$ cat config.mk
export PLATFORM = sky130hd
export DESIGN_NAME = scroll_bars
export DESIGN_NICKNAME = d
export VERILOG_FILES = /design/src/rtl/screen_pkg.sv /design/src/rtl/bar_history.sv /design/src/rtl/scroll_bars.sv
export SDC_FILE = /design/constraint.sdc
export NUM_CORES = 1
export LEC_CHECK = 0
export CORE_ASPECT_RATIO = 1.4
export CORE_UTILIZATION = 49
export CTS_BUF_LIST = sky130_fd_sc_hd__clkbuf_8
export CTS_CLUSTER_SIZE = 16
export DETAILED_ROUTE_END_ITERATION = 7
export GPL_ROUTABILITY_DRIVEN = 0
export PLACE_DENSITY = 0.7
export SLEW_MARGIN = 25
export SYNTH_ARGS = -nofsm -noshare
export SYNTH_HDL_FRONTEND = slang
export SYNTH_SLANG_ARGS = --single-unit
$ cat constraint.sdc
create_clock -name clk -period 5.2 [get_ports clk]
set_input_delay 0.52 -clock clk [delete_from_list [all_inputs] [get_ports clk]]
set_output_delay 0.52 -clock clk [all_outputs]
set_load 0.05 [all_outputs]
$ cat src/rtl/screen_pkg.sv
// Shared screen definitions for the scrolling bar display.
// Holds the pixel colour type, the bar palette, the peak-marker colour and a
// helper that turns a bar height into its top row.
package screen_pkg;

    typedef struct packed {
        logic [7:0] r;
        logic [7:0] g;
        logic [7:0] b;
    } rgb_t;

    localparam int unsigned NUM_COLORS = 2;
    // Width of a palette index; kept at least 1 bit so a one-colour palette still works.
    localparam int unsigned CIDX_W = (NUM_COLORS > 1) ? $clog2(NUM_COLORS) : 1;

    localparam rgb_t PALETTE [NUM_COLORS] = '{
        '{r: 8'd255, g: 8'd255, b: 8'd0},
        '{r: 8'd160, g: 8'd32,  b: 8'd240}
    };

    localparam rgb_t PEAK_RGB = '{r: 8'd255, g: 8'd255, b: 8'd255};

    // Top row of a bar standing on 'base' with pixel height 'height'.
    // A bar taller than the baseline clamps to row 0 instead of wrapping.
    function automatic logic [11:0] top_row(input logic [11:0] base, input logic [11:0] height);
        return (height > base) ? 12'd0 : base - height;
    endfunction

endpackage

$ cat src/rtl/bar_history.sv
// Shift register of bar history entries.
// Ports:
//   clk, reset - clock, synchronous active-high reset (clears every entry)
//   shift      - move every entry one slot toward entry 0 and load din at the top
//   din        - new entry, lands in slot NUM_BARS-1 (newest)
//   entries    - all slots flattened; slot i at [i*ENTRY_W +: ENTRY_W]
module bar_history #(
    parameter int NUM_BARS = 20,
    parameter int ENTRY_W  = 4
) (
    input  logic                        clk,
    input  logic                        reset,
    input  logic                        shift,
    input  logic [ENTRY_W-1:0]          din,
    output logic [NUM_BARS*ENTRY_W-1:0] entries
);

    logic [NUM_BARS*ENTRY_W-1:0] hist_q;

    // Oldest entry (slot 0) falls off the bottom on every shift.
    always_ff @(posedge clk) begin
        if (reset) begin
            hist_q <= '0;
        end else if (shift) begin
            hist_q <= {din, hist_q[NUM_BARS*ENTRY_W-1:ENTRY_W]};
        end
    end

    assign entries = hist_q;

endmodule

$ cat src/rtl/scroll_bars.sv
// Scrolling volume-history bar display with optional peak-hold marker.
// Ports:
//   clk, reset         - clock, synchronous active-high reset
//   tick               - scroll timer enable; the scroll counter only advances on tick
//   mode               - 0: bars only, 1: bars plus white peak marker
//   CounterX, CounterY - current pixel coordinate
//   sel, play          - selected channel and per-channel active flags
//   vol_i, freq_i      - per-channel levels, channel k at [k*LVL_W +: LVL_W]
//   o_r, o_g, o_b      - pixel colour, registered one clock after the coordinate
module scroll_bars
    import screen_pkg::*;
#(
    parameter int NUM_BARS   = 20,
    parameter int BAR_PITCH  = 32,
    parameter int BAR_W      = 28,
    parameter int ORI_X      = 0,
    parameter int ORI_Y      = 150,
    parameter int UNIT_H     = 20,
    parameter int NUM_CH     = 8,
    parameter int LVL_W      = 3,
    parameter int PEAK_DECAY = 4
) (
    input  logic                       clk,
    input  logic                       reset,
    input  logic                       tick,
    input  logic                       mode,
    input  logic [11:0]                CounterX,
    input  logic [11:0]                CounterY,
    input  logic [$clog2(NUM_CH)-1:0]  sel,
    input  logic [NUM_CH-1:0]          play,
    input  logic [NUM_CH*LVL_W-1:0]    vol_i,
    input  logic [NUM_CH*LVL_W-1:0]    freq_i,
    output logic [7:0]                 o_r,
    output logic [7:0]                 o_g,
    output logic [7:0]                 o_b
);

    localparam int ENTRY_W = LVL_W + CIDX_W;
    localparam int DEC_W   = (PEAK_DECAY > 1) ? $clog2(PEAK_DECAY) : 1;
    localparam logic [LVL_W-1:0] MAX_LVL = '1;
    localparam logic [11:0]      ORI_Y12 = 12'(ORI_Y);

    logic [LVL_W-1:0]  cnt_q, vol_lat_q, freq_lat_q, peak_q;
    logic [DEC_W-1:0]  dcnt_q;
    logic [CIDX_W-1:0] cidx_q;
    logic [LVL_W-1:0]  vol_sel, freq_sel;
    logic              shift;
    logic [NUM_BARS*ENTRY_W-1:0] hist;
    rgb_t              pix, pix_q;

    // Selected channel; an out-of-range sel matches no channel and reads as silent.
    always_comb begin
        vol_sel  = '0;
        freq_sel = '0;
        for (int k = 0; k < NUM_CH; k++) begin
            if (int'(sel) == k && play[k]) begin
                vol_sel  = vol_i[k*LVL_W +: LVL_W];
                freq_sel = freq_i[k*LVL_W +: LVL_W];
            end
        end
    end

    // Higher latched frequency lowers the threshold, i.e. scrolls faster.
    assign shift = tick && (cnt_q >= (MAX_LVL - freq_lat_q));

    always_ff @(posedge clk) begin
        if (reset) begin
            cnt_q      <= '0;
            vol_lat_q  <= '0;
            freq_lat_q <= '0;
            peak_q     <= '0;
            dcnt_q     <= '0;
            cidx_q     <= '0;
        end else if (shift) begin
            cnt_q      <= '0;
            vol_lat_q  <= vol_sel;
            freq_lat_q <= freq_sel;
            cidx_q     <= (cidx_q == CIDX_W'(NUM_COLORS - 1)) ? '0 : cidx_q + CIDX_W'(1);
            if (vol_lat_q >= peak_q) begin
                peak_q <= vol_lat_q;
                dcnt_q <= '0;
            end else if (dcnt_q == DEC_W'(PEAK_DECAY - 1)) begin
                dcnt_q <= '0;
                if (peak_q != '0) peak_q <= peak_q - LVL_W'(1);
            end else begin
                dcnt_q <= dcnt_q + DEC_W'(1);
            end
        end else if (tick) begin
            cnt_q <= cnt_q + LVL_W'(1);
        end
    end

    // Entry layout: {level, palette index}; the pushed entry uses the pre-shift latches.
    bar_history #(
        .NUM_BARS (NUM_BARS),
        .ENTRY_W  (ENTRY_W)
    ) u_hist (
        .clk     (clk),
        .reset   (reset),
        .shift   (shift),
        .din     ({vol_lat_q, cidx_q}),
        .entries (hist)
    );

    logic [LVL_W-1:0]  bar_lvl  [NUM_BARS];
    logic [CIDX_W-1:0] bar_cidx [NUM_BARS];
    logic [11:0]       bar_top  [NUM_BARS];
    logic [11:0]       peak_top;

    for (genvar i = 0; i < NUM_BARS; i++) begin : g_bar
        assign bar_lvl[i]  = hist[i*ENTRY_W + CIDX_W +: LVL_W];
        assign bar_cidx[i] = hist[i*ENTRY_W +: CIDX_W];
        assign bar_top[i]  = top_row(ORI_Y12, 12'(32'(bar_lvl[i]) * UNIT_H));
    end

    assign peak_top = top_row(ORI_Y12, 12'(32'(peak_q) * UNIT_H));

    logic col_hit, bar_hit, mark_hit;
    rgb_t bar_rgb;

    always_comb begin
        col_hit = 1'b0;
        bar_hit = 1'b0;
        bar_rgb = '0;
        for (int i = 0; i < NUM_BARS; i++) begin
            if ({1'b0, CounterX} >= 13'(ORI_X + i*BAR_PITCH) &&
                {1'b0, CounterX} <  13'(ORI_X + i*BAR_PITCH + BAR_W)) begin
                col_hit = 1'b1;
                if (bar_lvl[i] != '0 && CounterY >= bar_top[i] && CounterY < ORI_Y12) begin
                    bar_hit = 1'b1;
                    bar_rgb = PALETTE[bar_cidx[i]];
                end
            end
        end
        // Two rows directly above the peak height; a clamped top of 0 hides the marker.
        mark_hit = mode && (peak_q != '0) && col_hit && (CounterY < peak_top) &&
                   (({1'b0, CounterY} + 13'd2) >= {1'b0, peak_top});
        if (mark_hit)     pix = PEAK_RGB;
        else if (bar_hit) pix = bar_rgb;
        else              pix = '0;
    end

    always_ff @(posedge clk) begin
        if (reset) pix_q <= '0;
        else       pix_q <= pix;
    end

    assign o_r = pix_q.r;
    assign o_g = pix_q.g;
    assign o_b = pix_q.b;

endmodule

==> results of run 1 <==
==> power groups by stage <==
stage / registers (W) / clock network (W) / logic [W]
2_1_floorplan: 0.000777 / 0 / 0.000171
3_3_place_gp: 0.000778 / 0 / 0.000334
3_5_place_dp: 0.000778 / 0 / 0.000344
4_1_cts: 0.000761 / 0.000566 / 0.000345
5_1_grt: 0.000761 / 0.000596 / 0.000384
6_report: 0.000760 / 0.000556 / 0.000348
==> worst min path at each step <==
stage / to / slack (ns)
6_report: u_hist.entries[76] / 0.46
5_1_grt: u_hist.entries[76] / 0.48
4_1_cts: u_hist.entries[76] / 0.46
3_5_place_dp: dcnt_q[1] / 0.46
3_3_place_gp: dcnt_q[1] / 0.44
2_1_floorplan: dcnt_q[1] / 0.44
==> kinds of logic (layout without fill, tap and decap cells) <==
family	count (synthesis)	count (layout)	synth area share
multiplexers	1	1	0.0009484
XOR/XNOR	53	53	0.03910
adder cells (fa/ha/maj)	272	272	0.2866
AND/OR/NAND/NOR	599	599	0.2518
flip-flops	99	99	0.1669
AO/OA/AOI/OAI	375	375	0.2129
buffers and inverters	102	191	0.04173
==> flip-flops by register name, indices dropped and copies added (netlist names) <==
name,cells
dcnt_q,2
cidx_q,1
o_b,2
u_hist.entries,80
cnt_q,3
peak_q,3
o_r,2
freq_lat_q,3
vol_lat_q,3
==> stage by stage <==
| step | hold WS (ns) | cells |
|---|---|---|
| 5_1_grt | 0.4846 | 1900 |
| 3_3_place_gp | 0.4450 | 1884 |
| 2_1_floorplan | 0.4356 | 1501 |
| 4_1_cts | 0.4608 | 1900 |
| 6_report | 0.4558 | 1900 |
| 3_5_place_dp | 0.4557 | 1884 |
==> layer usage <==
layer,up-vias,global-route usage,wire length [um]
met4,0,0.1627,1822
met2,292,0.5413,17780
met1,5413,0.2991,13580
li1,5707,-,-
met3,109,0.03523,1456
met5,-,0,0
==> layout by cell type (no fill, tap or decap), drive strengths merged, types with 16 or more instances in the layout <==
| cell type | n |
|---|---|
| inv | 42 |
| o21ai | 50 |
| a21oi | 153 |
| clkdlybuf4s50 | 107 |
| buf | 29 |
| nor3 | 37 |
| xnor2 | 29 |
| xor2 | 24 |
| nand2 | 242 |
| nand4 | 21 |
| nand2b | 81 |
| ha | 272 |
| nand3 | 44 |
| a22oi | 16 |
| or2 | 28 |
| dfxtp | 99 |
| nor2 | 60 |
| or3 | 25 |
==> area by class of cell <==
| class | count | share of cell area |
|---|---|---|
| inverter | 39 | 0.01088 |
| clock inverter | 7 | 0.006790 |
| timing repair buffer | 136 | 0.09673 |
| tap | 310 | 0.02883 |
| sequential | 99 | 0.1473 |
| clock buffer | 9 | 0.009208 |
| multi-input combinational | 1300 | 0.7002 |
==> critical path: cells and delay by family (launching register included) <==
kind	cells	cell delay, ns
compound gates	8	2.00
flops	1	0.39
simple gates	4	0.98
fa+ha+maj	4	1.01
==> flow_summary.ini, run 1 <==
[yosys]
synth.ff_latch_count = 99
ys_warn_count = 0
async_flop_share = 0
synth_area_leader_cell = ha_1
seq_area_frac_synth = 0.1669
syn-cell-area_um2 = 11870
synth_area_per_cell_um2 = 7.910
ys_types = 85
yosysTopAreaCellShare = 0.2866
synth_ff_type = dfxtp_1
synthesis.nets = 1860
synth_edf_count = 0
synth_common_cells = ha_1, nand2_1, a21oi_1
synth_most_common_cell = ha_1
synth_cells = 1501
synthTopCellsByArea = ha_1, dfxtp_1, nand2_1, a21oi_1, nand2b_1

[finish]
seqCellArea_um2 = 1982
n_antenna_cell = 0
area_growth_pct = 13.30
num-nets-final = 1944
multiInputGateArea_um2 = 9419
finish.instance_area_um2 = 13450
drive_above_1_share = 0.06289
utilization = 0.5630
num-fill-cells = 2259

[clock_network]
root_buffer = clkbuf_8
clk_latency_ns = 0.44
cts_resized = 0
path_clk_slew_ns = 0.14
clockBufferDepth = 2
numCtsBuffers = 9
ctsHoldBuffers = 0
post_cts_buffers = 0
htree_levels = 3
cts_tree = yes
clock_sinks = 99

[routing]
dr_total_vias = 11521
wire_per_inst_um = 18.23
first_pass_iters = 5
drt_iter0_markers = 605
routed_wl_mm = 34.64
drc_errors = 0
viasPerCell = 6.064
antenna_left = 0

[sta]
maxSlewViolCount = 0
setup_tns_ns = 0
slew-limit-headroom = 0.3457
min_period_ns = 4.442
setup_ws_ns = 0.7584
hold_violations = 0
rsz0062_at_grt = false
worstMarginPinSlew_ns = 0.9678
fin_crit_sh = 0.8542
clock-skew-final_ns = 0.03319
max_freq_mhz = 225.1
setup_violations = 0

[placed_design]
dp_slack_ns = 0.8014
place_area_um2 = 13230
hpwl_mm = 26.97
port_buffers = 108

[run_status]
status = completed

[worst_setup_path]
cpMostUsedCell = ha_1
cp.arrival_ns = 4.79
cp_max_fo = 6
r2r_setup_slack_ns = 0.76
critPathSlowestCell = a2111oi_1
reg2reg_depth = 16
cp-start-kind = register
worstPathCellList = ha_1 -> ha_1 -> ha_1 -> or3_1 -> nand2_1 -> nand2_1 -> ha_1 -> a211oi_1 -> o221ai_1 -> a31oi_1 -> o221ai_1 -> a2111oi_1 -> or3b_1 -> a211oi_1 -> o21ai_1 -> a31o_1
crit_end = o_r[6]
crit-reg2reg-launch = u_hist.entries[19]
required_ns = 5.55
critPathMaxStageDelay_ns = 0.57
cp-startpoint = u_hist.entries[19]
r2r_end = o_r[6]
worstSetupPathType = register to register
endpoint_kind = register

[global_routing]
grt_first_pass_wirelength_mm = 55.68
grt_max_degree = 94
antenna_found_initial = 0
grt_usage = 0.2839
grt_overflow_total = 0
grt_pass1_vias = 11463

[run]
max-cap-violations = 0

[power]
power.total_w = 0.001665
switchingPower_w = 0.0005536
power_frac_clock = 0.334
power_density_nw_per_um2 = 123.8
p_seq_frac = 0.457
leakagePower_nw = 5.857
p_int_w = 0.001111
combPwrFrac = 0.209
switching_share = 0.3325
peakVddDrop_mv = 0.1097

[die]
die_h_um = 186.2
top_level_ports = 111
initial_core_util = 0.4969
num_rows = 67
dieArea_um2 = 24870
core_area_um2 = 23890
die_w_um = 133.6

[min_path]
hold_path_startpoint = cidx_q
min_path_cells = 2
hp-class = register to register
(Power assumes the default switching activity.)
==> run 2, diff against run 1 <==
--- a/config.mk
+++ b/config.mk
@@ -11,7 +11,7 @@
 export CTS_CLUSTER_SIZE = 16
 export DETAILED_ROUTE_END_ITERATION = 7
 export GPL_ROUTABILITY_DRIVEN = 0
-export PLACE_DENSITY = 0.7
+export PLACE_DENSITY = 0.67
 export SLEW_MARGIN = 25
 export SYNTH_ARGS = -nofsm -noshare
 export SYNTH_HDL_FRONTEND = slang
==> run 2 against run 1 <==
  * Worst hold slack improved by 0.0039 ns
  * Clock skew decreased by 0.0056 ns
  * Routed wire length is 1.3% higher
  * Power decreased by 2.9%
  * Clock-buffer cell count rose by 1
  * First-iteration DRC count decreased by 7.8%
  * Global-route usage increased by 0.44 points
  * Sequential power hardly changed
  * Fmax decreased by 3.6%
  * Critical endpoint unchanged
  * Largest power group unchanged
==> flow_summary.ini, run 2 (same netlist as run 1, synthesis figures left out) <==
[power]
power.total_w = 0.001616
power_density_nw_per_um2 = 120.0
leakagePower_nw = 5.892
peakVddDrop_mv = 0.1056

[die]
top_level_ports = 111
num_rows = 67
initial_core_util = 0.4969
die_h_um = 186.2
die_w_um = 133.6
dieArea_um2 = 24870
core_area_um2 = 23890

[sta]
clock-skew-final_ns = 0.02756
fin_crit_sh = 0.8860
worstMarginPinSlew_ns = 1.132
maxSlewViolCount = 0
setup_violations = 0
max_freq_mhz = 217.0
min_period_ns = 4.607
rsz0062_at_grt = false
slew-limit-headroom = 0.2397
hold_violations = 0
setup_tns_ns = 0

[global_routing]
grt_usage = 0.2883
grt_first_pass_wirelength_mm = 56.17
grt_max_degree = 94
grt_pass1_vias = 11192
grt_overflow_total = 0
antenna_found_initial = 0

[clock_network]
post_cts_buffers = 0
path_clk_slew_ns = 0.12
clockBufferDepth = 2
numCtsBuffers = 9
htree_levels = 3
cts_resized = 0
clock_sinks = 99
root_buffer = clkbuf_8
ctsHoldBuffers = 0
clk_latency_ns = 0.42
cts_tree = yes

[routing]
antenna_left = 0
routed_wl_mm = 35.09
viasPerCell = 6.028
wire_per_inst_um = 18.37
first_pass_iters = 4
dr_total_vias = 11514
drt_iter0_markers = 558
drc_errors = 0

[finish]
num-nets-final = 1954
drive_above_1_share = 0.06875
seqCellArea_um2 = 1982
layout_common_cells = ha_1, nand2_1, a21oi_1, clkdlybuf4s50_1, dfxtp_1
final_common_cell = ha_1
num-fill-cells = 2260
multiInputGateArea_um2 = 9420
area_growth_pct = 13.50
largest_register_ffs = 80
n_antenna_cell = 0
finish.instance_area_um2 = 13480

[run]
max-cap-violations = 0

[worst_setup_path]
cp.arrival_ns = 4.93
worstSetupPathType = register to register
endpoint_kind = register
cp-startpoint = u_hist.entries[19]
cp_max_fo = 6
crit-reg2reg-launch = u_hist.entries[19]
required_ns = 5.52
cp-start-kind = register

[placed_design]
port_buffers = 108
place_area_um2 = 13290
hpwl_mm = 27.41

[min_path]
hp-class = register to register
hold_path_startpoint = dcnt_q[1]

[run_status]
status = completed
run 2: changes by cell type in the layout (fill, tap and decap cells not counted), sizes merged:
| cell | previous run | this run |
|---|---|---|
| buf | 29 | 39 |
| clkbuf | 9 | 10 |
| inv | 42 | 41 |
run 2: final timing paths:
| check | slack [ns] | depth (start not counted) | to |
|---|---|---|---|
| setup / recovery | 0.59 | 16 | o_r[6] |
| hold / removal | 0.46 | 2 | dcnt_q[1] |
| setup reg to reg | 0.59 | 16 | o_r[6] |
| hold reg to reg | 0.46 | 2 | dcnt_q[1] |
run 2: critical path, stage by stage (launching register included):
cell	delay, ns
dfxtp_1	0.39
ha_1	0.22
ha_1	0.21
ha_1	0.32
or3_1	0.34
nand2_1	0.14
nand2_1	0.09
ha_1	0.30
a211oi_1	0.25
o221ai_1	0.17
a31oi_1	0.19
o221ai_1	0.26
a2111oi_1	0.65
or3b_1	0.41
a211oi_1	0.26
o21ai_1	0.11
a31o_1	0.19
run 2: through the flow:
stage / hold WS (ns) / util / setup slack (ns) / std cells
after floorplan: 0.4356 / - / 1.300 / 1501
after global placement: 0.4443 / 0.5560 / 0.7969 / 1894
after detailed placement: 0.4543 / 0.5561 / 0.7013 / 1894
after CTS: 0.4683 / 0.5634 / 0.6132 / 1910
after global routing: 0.4909 / 0.5640 / 0.3233 / 1910
final: 0.4597 / 0.5640 / 0.5927 / 1910
run 2: metal layers:
layer | global-route usage | up-vias | wire (um)
li1 | - | 5720 | -
met2 | 0.5579 | 272 | 18180
met4 | 0.1495 | 0 | 1608
met1 | 0.3033 | 5428 | 14000
met5 | 0 | - | 0
met3 | 0.03523 | 94 | 1295
run 2: final cells by class:
type | count | area share
clock buffer | 10 | 0.01021
timing repair buffer | 146 | 0.1012
multi-input combinational | 1300 | 0.6991
sequential | 99 | 0.1471
clock inverter | 6 | 0.002786
tap | 310 | 0.02878
inverter | 39 | 0.01086
run 2: power breakdown:
| part | switching, W | internal [W] |
|---|---|---|
| logic | 0.000196 | 0.000157 |
| registers | 0.00000122 | 0.000759 |
| clock network | 0.000316 | 0.000188 |
| total | 0.000513 | 0.00110 |
==> run 3, diff against run 2 <==
--- a/config.mk
+++ b/config.mk
@@ -12,6 +12,7 @@
 export DETAILED_ROUTE_END_ITERATION = 7
 export GPL_ROUTABILITY_DRIVEN = 0
 export PLACE_DENSITY = 0.67
+export SKIP_CTS_REPAIR_TIMING = 1
 export SLEW_MARGIN = 25
 export SYNTH_ARGS = -nofsm -noshare
 export SYNTH_HDL_FRONTEND = slang
==> results of run 3 <==
No change in the layout: final DEF, timing and power equal those of run 2.
